==> config.mk <==
export PLATFORM = sky130hd
export DESIGN_NAME = pipe_stage_skid
export DESIGN_NICKNAME = d
export VERILOG_FILES = /design/src/rtl/pipe_stage_skid.sv
export SDC_FILE = /design/constraint.sdc
export NUM_CORES = 1
export LEC_CHECK = 0
export BUFFER_PORTS_ARGS = -buffer_cell sky130_fd_sc_hd__buf_2
export CORE_UTILIZATION = 48
export CTS_CLUSTER_DIAMETER = 30
export DETAILED_ROUTE_END_ITERATION = 7
export GPL_TIMING_DRIVEN = 0
export PLACE_DENSITY = 0.71
export RECOVER_POWER = 100
export SLEW_MARGIN = 10
export SYNTH_ARGS = -nofsm -noshare
export SYNTH_HDL_FRONTEND = slang
export SYNTH_SLANG_ARGS = --single-unit
==> constraint.sdc <==
create_clock -name clk -period 2.2 [get_ports clk]
set_clock_uncertainty 0.05 [all_clocks]
set_input_delay 0.22 -clock clk [delete_from_list [all_inputs] [get_ports clk]]
set_output_delay 0.22 -clock clk [all_outputs]
set_load 0.02 [all_outputs]
==> src/rtl/pipe_stage_skid.sv <==
// Pipeline-stage register with valid/ready handshake, optional 2-entry skid
// buffer, synchronous flush, NOP bubble injection and a saturating stall counter.
module pipe_stage_skid #(
  parameter int unsigned          OPW    = 6,
  parameter int unsigned          REGW   = 5,
  parameter int unsigned          DW     = 32,
  parameter logic [OPW-1:0]       NOP_OP = 6'b110111,
  parameter int unsigned          SKID   = 1,
  parameter int unsigned          CNTW   = 16
) (
  input  logic            clk,
  input  logic            rstd,
  input  logic            in_valid,
  output logic            in_ready,
  input  logic [OPW-1:0]  in_op,
  input  logic [REGW-1:0] in_rd,
  input  logic [REGW-1:0] in_rt,
  input  logic [DW-1:0]   in_ot,
  input  logic [DW-1:0]   in_addr,
  input  logic [DW-1:0]   in_res,
  input  logic            flush,
  output logic            out_valid,
  input  logic            out_ready,
  output logic [OPW-1:0]  out_op,
  output logic [REGW-1:0] out_rd,
  output logic [REGW-1:0] out_rt,
  output logic [DW-1:0]   out_ot,
  output logic [DW-1:0]   out_addr,
  output logic [DW-1:0]   out_res,
  input  logic            clr_stats,
  output logic [CNTW-1:0] stall_cnt
);

  typedef struct packed {
    logic [OPW-1:0]  op;
    logic [REGW-1:0] rd;
    logic [REGW-1:0] rt;
    logic [DW-1:0]   ot;
    logic [DW-1:0]   addr;
    logic [DW-1:0]   res;
  } entry_t;

  typedef enum logic [1:0] {
    ST_EMPTY = 2'd0,
    ST_FULL  = 2'd1,
    ST_SKID  = 2'd2
  } state_e;

  state_e          state_q;
  entry_t          main_q;
  entry_t          skid_q;
  entry_t          in_entry;
  logic            ready_q;
  logic [CNTW-1:0] stall_q;
  logic [CNTW-1:0] stall_d;
  logic            in_fire;
  logic            out_fire;

  assign in_entry = '{op: in_op, rd: in_rd, rt: in_rt, ot: in_ot, addr: in_addr, res: in_res};

  assign out_valid = (state_q != ST_EMPTY);
  // With the skid buffer in_ready is a flop, breaking the combinational ready path.
  assign in_ready  = (SKID != 0) ? ready_q : (out_ready | ~out_valid);
  assign in_fire   = in_valid & in_ready;
  assign out_fire  = out_valid & out_ready;

  // The main entry always drives the outputs; only the opcode is masked to a bubble.
  assign out_op    = out_valid ? main_q.op : NOP_OP;
  assign out_rd    = main_q.rd;
  assign out_rt    = main_q.rt;
  assign out_ot    = main_q.ot;
  assign out_addr  = main_q.addr;
  assign out_res   = main_q.res;

  // NOTE: sequential state uses non-blocking (<=) so every flop samples pre-edge values.
  always_ff @(posedge clk or negedge rstd) begin
    if (!rstd) begin
      // NOTE: the skid entry is reset too so no stale data survives a reset.
      state_q <= ST_EMPTY;
      main_q  <= '0;
      skid_q  <= '0;
      ready_q <= 1'b1;
    end else if (flush) begin
      state_q <= ST_EMPTY;
      skid_q  <= '0;
      ready_q <= 1'b1;
    end else if (SKID != 0) begin
      case (state_q)
        ST_EMPTY: begin
          if (in_fire) begin
            main_q  <= in_entry;
            state_q <= ST_FULL;
          end
        end
        ST_FULL: begin
          if (in_fire && out_fire) begin
            main_q <= in_entry;
          end else if (in_fire) begin
            skid_q  <= in_entry;
            state_q <= ST_SKID;
            ready_q <= 1'b0;
          end else if (out_fire) begin
            state_q <= ST_EMPTY;
          end
        end
        ST_SKID: begin
          if (out_fire) begin
            main_q  <= skid_q;
            state_q <= ST_FULL;
            ready_q <= 1'b1;
          end
        end
        default: begin
          state_q <= ST_EMPTY;
          ready_q <= 1'b1;
        end
      endcase
    end else begin
      if (in_fire) begin
        main_q  <= in_entry;
        state_q <= ST_FULL;
      end else if (out_fire) begin
        state_q <= ST_EMPTY;
      end
    end
  end

  // NOTE: default assignment first keeps this block free of inferred latches.
  always_comb begin
    stall_d = stall_q;
    if (clr_stats) begin
      stall_d = '0;
    end else if (out_valid && !out_ready && (stall_q != {CNTW{1'b1}})) begin
      stall_d = stall_q + CNTW'(1);
    end
  end

  always_ff @(posedge clk or negedge rstd) begin
    if (!rstd) begin
      stall_q <= '0;
    end else begin
      stall_q <= stall_d;
    end
  end

  assign stall_cnt = stall_q;

endmodule

==> insert_results.sql <==
INSERT INTO impl_metrics (metric_group, metric, value, unit) VALUES
('critical_path', 'critPathLaunchType', 'register', ''),
('yosys', 'synth.yosys.seq_area_share', '51.37', '%'),
('yosys', 'synth_seq_cells', '243', ''),
('yosys', 'syn-cell-area', '11840', 'sq um'),
('die', 'initial_core_util', '48.82', '%'),
('finish', 'postLayoutCellArea', '16560', 'sq um'),
('yosys', 'syn_area_per_cell', '10.94', 'sq um'),
('critical_path', 'most_frequent_cell_on_the_critical_path', 'sky130_fd_sc_hd__clkbuf_4', ''),
('finish', 'area_growth', '39.86', '%'),
('placed_design', 'postPlaceCellArea', '13540', 'sq um'),
('yosys', 'synth_fp_nets', '1201', ''),
('critical_path', 'timing_worst_setup_path_type', 'reg -> reg', ''),
('placed_design', 'gp_routability_congestion', '0.7878', ''),
('critical_path', 'critPathRequiredTime', '2.56', 'ns'),
('timing', 'setup_tns', '0', 'ns'),
('placed_design', 'quantity_of_i_o_buffers_inserted_on_ports', '246', ''),
('global_routing', 'antenna_found_initial', '1', ''),
('power_and_ir_drop', 'p_per_area', '1049', 'nW/um^2'),
('yosys', 'post_synth_num_cell_types', '35', ''),
('placed_design', 'dpl.hpwl', '18810', 'um'),
('die', 'die_h', '159.1', 'um'),
('die', 'core_area', '24250', 'sq um'),
('critical_path', 'worst-path-max-fanout', '10', ''),
('finish', 'final_core_utilization', '68.29', '%'),
('finish', 'most_frequent_standard_cell_in_the_layout_excluding_fill_and_tap_cells', 'sky130_fd_sc_hd__dfrtp_1', ''),
('global_routing', 'grt_use_total', '24.31', '%'),
('power_and_ir_drop', 'post-layout-total-power', '17.38', 'mW'),
('timing', 'timing_max_transition_violations_final', '0', ''),
('cts', 'cts-root-to-sink-buffers', '3', ''),
('critical_path', 'worstPathCellList', 'clkbuf_4 > and3b_1 > o21bai_2 > buf_6 > clkbuf_4 > mux2_2', ''),
('global_routing', 'grt_first_pass_wirelength', '49830', 'um'),
('detailed_routing', 'detail-route-antenna-nets', '0', ''),
('global_routing', 'largest_net_degree_at_the_start_of_global_routing', '108', ''),
('detailed_routing', 'drt_pre_antenna_iters', '5', ''),
('timing', 'rsz_0062_raised_after_global_routing', 'no', ''),
('cts', 'clkLatencyLatePin', '0.53', 'ns'),
('status', 'run_status', 'finished, final reports clean', ''),
('cts', 'clock_sinks', '243', ''),
('yosys', 'synth-main-ff-cell', 'sky130_fd_sc_hd__dfrtp_1', ''),
('detailed_routing', 'wl', '30380', 'um'),
('critical_path', 'delay_of_the_slowest_cell_on_the_worst_path', '0.40', 'ns'),
('critical_path', 'cp.arrival', '2.44', 'ns'),
('cts', 'clkTransAtPathRegs', '0.04', 'ns'),
('cts', 'ctsRootBufferMaster', 'sky130_fd_sc_hd__clkbuf_16', ''),
('die', 'io-pin-count', '248', ''),
('yosys', 'netlist_instances', '1082', ''),
('global_routing', 'grt_pass1_vias', '9854', ''),
('critical_path', 'cell_with_the_largest_stage_delay_on_the_worst_path', 'sky130_fd_sc_hd__dfrtp_1', ''),
('cts', 'clock_tree_from_tritoncts', 'built', ''),
('yosys', 'synth-async-reset-ratio', '100.0', '%'),
('timing', 'report.final.hold_viol_count', '0', ''),
('die', 'die_width', '159.1', 'um'),
('detailed_routing', 'average_routed_wire_per_standard_cell', '16.28', 'um'),
('finish', 'fin_nets', '1620', ''),
('cts', 'clock_tree.htree_level_count', '2', ''),
('timing', 'maxClockFrequency', '0.4792', 'GHz'),
('timing', 'timing.final.crit_share', '94.86', '%'),
('yosys', 'synth.yosys.warnings', '0', ''),
('yosys', 'synth_enable_flop_cells', '0', ''),
('detailed_routing', 'vias', '9409', ''),
('finish', 'final_layout_size_suffix_gt1_share', '39.65', '%'),
('global_routing', 'grt_overflow_total', '0', ''),
('timing', 'finalSetupViolCount', '0', ''),
('die', 'die-area', '25300', 'sq um'),
('timing', 'min_period', '2.087', 'ns'),
('detailed_routing', 'drt-vias-per-instance', '5.042', ''),
('finish', 'final_cell_mix', 'sky130_fd_sc_hd__dfrtp_1 (241), sky130_fd_sc_hd__nand2_1 (231), sky130_fd_sc_hd__mux2_2 (229)', ''),
('power_and_ir_drop', 'vdd.ir_drop.worst', '0.0008858', 'V'),
('worst_hold_path', 'worst_hold_path_type', 'in -> reg', ''),
('die', 'rows', '57', ''),
('detailed_routing', 'detailedRoute.firstIterationViolations', '523', ''),
('flow_run', 'max-cap-violations', '0', ''),
('cts', 'numCtsBuffers', '55', ''),
('power_and_ir_drop', 'power.static_leakage', '7.296', 'nW'),
('critical_path', 'cp-end-kind', 'register', ''),
('timing', 'worst_slew_pin_slew', '1.042', 'ns'),
('detailed_routing', 'drcViolationCount', '0', ''),
('timing', 'max-slew-margin-rel', '30.53', '%');
## synthesized netlist by cell type, types with 2 or more instances
| master | count | area share, % |
|---|---|---|
| sky130_fd_sc_hd__nand2b_1 | 2 | 0.11 |
| sky130_fd_sc_hd__nor3_1 | 3 | 0.13 |
| sky130_fd_sc_hd__clkbuf_1 | 27 | 0.86 |
| sky130_fd_sc_hd__mux2_2 | 229 | 22 |
| sky130_fd_sc_hd__buf_6 | 7 | 0.67 |
| sky130_fd_sc_hd__nor2b_1 | 6 | 0.32 |
| sky130_fd_sc_hd__or3b_2 | 2 | 0.15 |
| sky130_fd_sc_hd__nor4_1 | 4 | 0.21 |
| sky130_fd_sc_hd__o21bai_1 | 2 | 0.13 |
| sky130_fd_sc_hd__nor2_1 | 7 | 0.22 |
| sky130_fd_sc_hd__inv_1 | 2 | 0.063 |
| sky130_fd_sc_hd__o21ai_0 | 3 | 0.13 |
| sky130_fd_sc_hd__nand4_1 | 5 | 0.26 |
| sky130_fd_sc_hd__a21oi_1 | 125 | 5.3 |
| sky130_fd_sc_hd__dfrtp_1 | 242 | 51 |
| sky130_fd_sc_hd__or2_2 | 8 | 0.42 |
| sky130_fd_sc_hd__o31ai_1 | 8 | 0.51 |
| sky130_fd_sc_hd__or3_1 | 2 | 0.11 |
| sky130_fd_sc_hd__nand2_1 | 231 | 7.3 |
| sky130_fd_sc_hd__nand3_1 | 5 | 0.21 |
| sky130_fd_sc_hd__buf_4 | 106 | 6.7 |
| sky130_fd_sc_hd__buf_2 | 35 | 1.5 |
| sky130_fd_sc_hd__or4_1 | 8 | 0.51 |
| sky130_fd_sc_hd__and2b_1 | 2 | 0.13 |
## registers in the layout (all words and copies together) (netlist names)
| signal | cells |
|---|---|
| skid_q | 112 |
| out_addr | 32 |
| out_ot | 32 |
| out_res | 32 |
| stall_cnt | 16 |
| main_q | 6 |
| out_rd | 5 |
| out_rt | 5 |
| state_q | 2 |
| in_ready | 1 |
## power by group
part / switching (mW) / internal, mW
registers: 0.313 / 5.07
logic: 1.67 / 1.63
clock network: 2.43 / 6.26
## repair_timing
action / CTS / global route
hold buffers: 115 / 0
setup endpoints to repair: 169 / 161
hold endpoints to repair: 182 / 0
setup buffers: 0 / 0
pin swaps: 0 / 1
gates resized for setup: 17 / 15
## critical path, delay by kind of cell (launching register included)
kind / cells / cell delay, ns
mux: 1 / 0.36
buf+inv: 3 / 0.69
simple gates: 1 / 0.20
flops: 1 / 0.40
compound gates: 1 / 0.27
## stage by stage
| stage | cells | hold WS [ns] | setup slack, ns |
|---|---|---|---|
| 4_1_cts | 1865 | 0.02419 | 0.004094 |
| 2_1_floorplan | 1082 | -0.1256 | 0.1994 |
| 5_1_grt | 1865 | 0.02834 | 0.001483 |
| 3_5_place_dp | 1654 | 0.1517 | -0.3286 |
| 6_report | 1866 | 0.04504 | 0.1131 |
| 3_3_place_gp | 1652 | 0.4158 | -3.643 |
## kinds of logic (layout without fill, tap and decap cells)
logic type / after synthesis / after routing / share of synthesized area [%]
compound gates: 141 / 141 / 6.341
fa+ha+maj: 1 / 1 / 0.1057
buf+inv: 177 / 636 / 9.787
flops: 243 / 243 / 51.37
mux: 230 / 230 / 21.87
other cells: 0 / 1 / 0
simple gates: 290 / 290 / 10.53
## metal layers
layer	GRT usage, %	share of wire [%]	up-vias
li1	-	-	4440
met1	30.19	42	4634
met2	42.56	50	270
met3	4.350	4.9	65
met4	8.523	2.7	0
met5	0	0	-
## path summary, 6_finish.rpt
kind | start | endpoint | slack [ns] | cells after the start
setup / recovery | state_q[1]$_DFFE_PN0P_ | out_ot[20]$_DFFE_PN0P_ | 0.11 | 6
hold / removal | clr_stats | stall_cnt[5]$_DFFE_PN0P_ | 0.05 | 3
setup reg to reg | state_q[1]$_DFFE_PN0P_ | out_ot[20]$_DFFE_PN0P_ | 0.11 | 6
hold reg to reg | main_q[107]$_DFFE_PN0P_ | main_q[107]$_DFFE_PN0P_ | 0.45 | 1
max in group asynchronous | rstd | skid_q[56]$_DFFE_PN0P_ | 0.48 | 3
min in group asynchronous | rstd | out_res[7]$_DFFE_PN0P_ | 0.15 | 2
## final cells by class
cell class / instances / area [sq um]
diodes: 1 / 2.502
plain buffers: 174 / 1189
clock buffers: 74 / 1590
clock inverters: 23 / 405.4
fillers: 1846 / 7690
inverters: 2 / 7.507
multi-input cells: 662 / 4619
flip-flops and latches: 243 / 6083
well taps: 324 / 405.4
repair buffers: 363 / 2256
(Power assumes the default switching activity.)
